<file path="config.mk">
export PLATFORM = sky130hd
export DESIGN_NAME = rr_arbiter4
export DESIGN_NICKNAME = d
export VERILOG_FILES = /design/src/rtl/arb_pkg.sv /design/src/rtl/rr_pick4.sv /design/src/rtl/rr_arbiter4.sv
export SDC_FILE = /design/constraint.sdc
export NUM_CORES = 1
export LEC_CHECK = 0
export ABC_AREA = 1
export BUFFER_PORTS_ARGS = -buffer_cell sky130_fd_sc_hd__buf_2
export CORE_UTILIZATION = 45
export CTS_CLUSTER_DIAMETER = 40
export DETAILED_ROUTE_END_ITERATION = 8
export HOLD_SLACK_MARGIN = 0.03
export MAX_ROUTING_LAYER = met4
export PLACE_DENSITY_LB_ADDON = 0.3
export SETUP_SLACK_MARGIN = 0.3
export SLEW_MARGIN = 10
export SYNTH_ARGS = -nofsm -noshare
export SYNTH_HDL_FRONTEND = slang
export SYNTH_SLANG_ARGS = --single-unit
</file>
<file path="constraint.sdc">
create_clock -name clk -period 2.3 [get_ports clk]
set_clock_uncertainty 0.15 [all_clocks]
set_input_delay 0.115 -clock clk [delete_from_list [all_inputs] [get_ports clk]]
set_output_delay 0.115 -clock clk [all_outputs]
set_load 0.02 [all_outputs]
</file>
<file path="src/rtl/arb_pkg.sv">
// Shared constants and helpers for the round-robin arbiter slice.
`timescale 1ns/1ps

package arb_pkg;

    localparam int unsigned IDX_W   = 2;
    localparam int unsigned NUM_REQ = 4;
    localparam int unsigned HOLD_W  = 8;

    // FSM state encoding
    localparam logic IDLE  = 1'b0;
    localparam logic GRANT = 1'b1;

    // One-hot vector with only bit idx set
    function automatic logic [NUM_REQ-1:0] idx_onehot(input logic [IDX_W-1:0] idx);
        return NUM_REQ'(1) << idx;
    endfunction

endpackage

</file>
<file path="src/rtl/rr_pick4.sv">
// Combinational round-robin picker: first eligible request after `last`, wrapping.
`timescale 1ns/1ps

module rr_pick4
    import arb_pkg::*;
(
    input  logic [NUM_REQ-1:0] req,
    input  logic [NUM_REQ-1:0] mask,
    input  logic [IDX_W-1:0]   last,
    output logic [IDX_W-1:0]   winner,
    output logic               found
);

    logic [NUM_REQ-1:0] eligible;

    assign eligible = req & ~mask;

    // Scan farthest-to-nearest so the nearest eligible index after `last` wins
    always_comb begin
        logic [IDX_W-1:0] idx;
        winner = last;
        found  = 1'b0;
        idx    = '0;
        for (int k = NUM_REQ; k >= 1; k--) begin
            idx = IDX_W'(last + IDX_W'(k));
            if (eligible[idx]) begin
                winner = idx;
                found  = 1'b1;
            end
        end
    end

endmodule

</file>
<file path="src/rtl/rr_arbiter4.sv">
// Four-requester round-robin arbiter with bounded tenure, driving a 2x4 decoder select.
`timescale 1ns/1ps

module rr_arbiter4
    import arb_pkg::*;
#(
    parameter int unsigned MAX_HOLD = 8
) (
    input  logic               clk,
    input  logic               rst_n,
    input  logic [NUM_REQ-1:0] req,
    output logic               i1,
    output logic               i2,
    output logic               gnt_valid
);

    // Tenure limit disabled when MAX_HOLD is zero
    localparam logic              HOLD_EN   = (MAX_HOLD != 0);
    localparam logic [HOLD_W-1:0] HOLD_LAST = (MAX_HOLD == 0) ? '0 : HOLD_W'(MAX_HOLD - 1);

    logic              state_q, state_d;
    logic [IDX_W-1:0]  g_q, g_d;
    logic [IDX_W-1:0]  last_q, last_d;
    logic [HOLD_W-1:0] cnt_q, cnt_d;
    logic              valid_d;

    logic               held_c;
    logic               others_c;
    logic               expired_c;
    logic               force_rot_c;
    logic               load_c;
    logic [NUM_REQ-1:0] pick_mask;
    logic [IDX_W-1:0]   pick_win;
    logic               pick_found;

    // Decode the current grant situation and choose the picker mask
    always_comb begin
        held_c      = req[g_q];
        others_c    = |(req & ~idx_onehot(g_q));
        expired_c   = HOLD_EN && (cnt_q == HOLD_LAST);
        force_rot_c = (state_q == GRANT) && held_c && expired_c && others_c;
        pick_mask   = force_rot_c ? idx_onehot(g_q) : '0;
    end

    rr_pick4 u_pick (
        .req    (req),
        .mask   (pick_mask),
        .last   (last_q),
        .winner (pick_win),
        .found  (pick_found)
    );

    // State register
    always_ff @(posedge clk or negedge rst_n) begin
        if (!rst_n) begin
            state_q <= IDLE;
        end else begin
            state_q <= state_d;
        end
    end

    // Next-state logic
    always_comb begin
        state_d = state_q;
        case (state_q)
            IDLE:    if (pick_found) state_d = GRANT;
            GRANT:   if (!held_c && !pick_found) state_d = IDLE;
            default: state_d = IDLE;
        endcase
    end

    // Next grant index, pointer, tenure counter and valid
    always_comb begin
        g_d     = g_q;
        last_d  = last_q;
        cnt_d   = cnt_q;
        valid_d = (state_d == GRANT);
        load_c  = ((state_q == IDLE) && pick_found)
                || ((state_q == GRANT) && !held_c && pick_found)
                || force_rot_c;
        if (load_c) begin
            g_d    = pick_win;
            last_d = pick_win;
            cnt_d  = '0;
        end else if ((state_q == GRANT) && held_c) begin
            if (!HOLD_EN || expired_c) begin
                cnt_d = '0;
            end else begin
                cnt_d = HOLD_W'(cnt_q + 1'b1);
            end
        end
    end

    // Output and datapath registers
    always_ff @(posedge clk or negedge rst_n) begin
        if (!rst_n) begin
            g_q       <= '0;
            last_q    <= IDX_W'(NUM_REQ - 1);
            cnt_q     <= '0;
            gnt_valid <= 1'b0;
        end else begin
            g_q       <= g_d;
            last_q    <= last_d;
            cnt_q     <= cnt_d;
            gnt_valid <= valid_d;
        end
    end

    assign i1 = g_q[1];
    assign i2 = g_q[0];

endmodule

</file>
==> impl_metrics.py <==
metrics = {
    "floorplan": {
        "chipHeight_um": 47.5,
        "coreArea_um2": 1960,
        "num_io_pins": 9,
        "initial_core_util": 0.475,
        "num_rows": 16,
        "die_w_um": 47.5,
        "dieArea_um2": 2260,
    },
    "setup_path": {
        "critPathKind": "reg2reg",
        "crit_fanout": 5,
        "rrSetupSlack_ns": 0.16,
        "start_kind": "flop",
        "crit_arrival_ns": 2.16,
        "required_ns": 2.32,
        "cpPeakStageDelay_ns": 0.37,
        "r2r-end": "g_q[0]$_DFFE_PN0P_",
        "crit_chain": "ha_2 -> nand2_2 -> inv_2 -> nand4_1 -> nor2_4 -> nand3_2 -> nand3_2 -> nand2_4 -> nor2_4 -> nand3_4 -> nand2_4 -> inv_4 -> nand3_2 -> nand2_1",
        "r2r-start": "cnt_q[0]$_DFFE_PN0P_",
        "path_delay_family": "simple AND/OR/NAND/NOR gates",
        "crit_top_cell": "nand3_2",
        "worst-path-buf-inv": 2,
        "crit_slowest_cell": "dfrtp_1",
        "rr_worst_depth": 14,
        "end_kind": "flop",
    },
    "placement": {
        "post_dp_cell_area_um2": 998,
        "dpl.cell_count": 165,
        "pre_cts_ws_ns": 0.114,
        "place_congestion": 0.835,
        "dpl.hpwl_um": 1490,
        "portBuffers": 8,
    },
    "detailed_routing": {
        "wl_per_cell_um": 12.6,
        "viasPerCell": 5.08,
        "drc": 0,
        "first_pass_iters": 6,
        "drtIter0Drc": 20,
        "dr_total_vias": 935,
        "drtAntennaViolNets": 0,
        "routed_wl_um": 2330,
    },
    "cells_and_area": {
        "area_growth_pct": 35.3,
        "diodes": 0,
        "nFillCells": 173,
        "seq_area_um2": 330,
        "final_common_cell": "nand2_1",
        "postLayoutCellArea_um2": 1260,
        "nets": 165,
        "mostFrequentLayoutCells": "nand2_1 (28), inv_1 (14), buf_4 (14), nand3_2 (13), nand2_2 (10)",
        "drive_above_1_share": 0.452,
        "stdcell_count": 184,
        "multi_input_area_um2": 638,
        "postLayoutCoreUtil": 0.643,
    },
    "clock_tree": {
        "clk_latency_ns": 0.29,
        "root_buffer": "clkbuf_4",
        "clk_pin_slew_ns": 0.08,
        "cts.sink_count": 13,
        "cts_tree": "done",
        "cts_buffers": 3,
        "cts_max_path_buffers": 2,
        "htree_levels": 1,
    },
    "synthesis": {
        "syn_area_um2": 932,
        "synth.net_count": 139,
        "yosys.area.top_type": "dfrtp_1",
        "syn_inst": 132,
        "ys_seq_area_frac": 0.352,
        "yosys.area.top_type_share": 0.295,
        "synth_cell_types": 22,
        "ys_warn_count": 0,
        "synth-seq-cells": 13,
        "ys_top_cells_by_area": "dfrtp_1 (30%), nand2_1 (15%), nand3_1 (11%)",
        "syn_avg_cell_area_um2": 7.06,
    },
    "timing": {
        "rsz0062_at_grt": "yes",
        "tightest_slew_ns": 0.523,
        "fin_crit_sh": 0.932,
        "slew_headroom": 0.647,
        "fmaxAchievable_ghz": 0.466,
        "fin_crit_ns": 2.14,
        "setup_violations": 0,
        "finalSetupTns_ns": 0,
        "fin_ws_ns": 0.156,
        "drv_slew": 0,
        "whs_ns": 0.0797,
        "hold_viol": 0,
    },
    "pwr": {
        "fin_total_pwr_mw": 1.64,
        "p_leak_nw": 0.628,
        "vdd_ir_drop_max_v": 0.000907,
        "p_per_area_nw_per_um2": 1300,
    },
    "global_routing": {
        "grtUsageTotal": 0.232,
        "grt_pass1_wl_um": 3450,
        "antenna_found_initial": 0,
        "grt_max_degree": 14,
        "globalRouteOverflowTotal": 0,
        "grt_pass1_vias": 853,
    },
    "job": {
        "drv_cap": 0,
    },
    "status": {
        "status": "finished clean",
    },
    "min_path": {
        "hp-class": "in2async",
    },
}
[power by group]
group,leakage [nW],switching [mW],total (mW),internal (mW)
Clock,0.0150,0.0775,0.145,0.0674
Sequential,0.162,0.108,0.418,0.311
Combinational,0.451,0.648,1.07,0.426
[registers in the layout, summed over array words and instances (netlist names)]
signal     flops
g_q            2
cnt_q          8
last_q         2
gnt_valid      1
[logic make-up (layout without fill, tap and decap cells)]
family          after synthesis  in the layout  share of synthesized area
flops                        13             13                      0.352
simple gates                 78             78                      0.408
mux                           1              1                     0.0107
fa+ha+maj                     1              1                     0.0134
xor+xnor                      7              7                     0.0658
buf+inv                      22             47                     0.0899
compound gates               10             10                     0.0604
[worst register-to-register path, cell delays in order, from the launching register on]
cell and delay (ns):
dfrtp_1 0.37, ha_2 0.19, nand2_2 0.06, inv_2 0.05
nand4_1 0.18, nor2_4 0.24, nand3_2 0.13, nand3_2 0.10
nand2_4 0.07, nor2_4 0.12, nand3_4 0.10, nand2_4 0.09
inv_4 0.06, nand3_2 0.07, nand2_1 0.05
[final cells by class]
cell class	count	area share
multi-input cells	97	0.506
flip-flops and latches	13	0.262
repair buffers	23	0.123
inverters	20	0.0615
well taps	27	0.0268
clock buffers	4	0.0208
[how the worst max path moves through the flow]
stage | from | endpoint | slack (ns) | depth (start not counted)
after floorplan | g_q[0]$_DFFE_PN0P_ | g_q[1]$_DFFE_PN0P_ | 0.28 | 15
after global placement | cnt_q[0]$_DFFE_PN0P_ | g_q[1]$_DFFE_PN0P_ | 0.17 | 14
after detailed placement | cnt_q[0]$_DFFE_PN0P_ | g_q[1]$_DFFE_PN0P_ | 0.11 | 14
after CTS | cnt_q[1]$_DFFE_PN0P_ | g_q[1]$_DFFE_PN0P_ | 0.17 | 14
after global routing | cnt_q[1]$_DFFE_PN0P_ | g_q[0]$_DFFE_PN0P_ | 0.02 | 14
final | cnt_q[0]$_DFFE_PN0P_ | g_q[0]$_DFFE_PN0P_ | 0.16 | 14
[repair_timing]
item                                   4_1_cts  5_1_grt
endpoints found under the hold margin       13        0
setup endpoints to repair                   11       13
pin swaps                                   12       15
resized for setup                           15       18
hold buffers                                 1        0
buffers inserted                             9        5
[layer usage]
layer,track usage,share of wire
met4,0.0914,0.0099
met2,0.389,0.54
met5,-,0
met1,0.274,0.42
met3,0.0415,0.029
[Yosys cell counts (all sizes together)]
library cell	n
ha	1
a22o	1
dfstp	2
nand4	2
buf	1
clkbuf	1
xor2	7
nand3	22
nor2	13
o21ai	7
mux2i	1
o22ai	2
inv	20
nand2	41
dfrtp	11
Note: power is estimated with default switching activity, not from simulation.
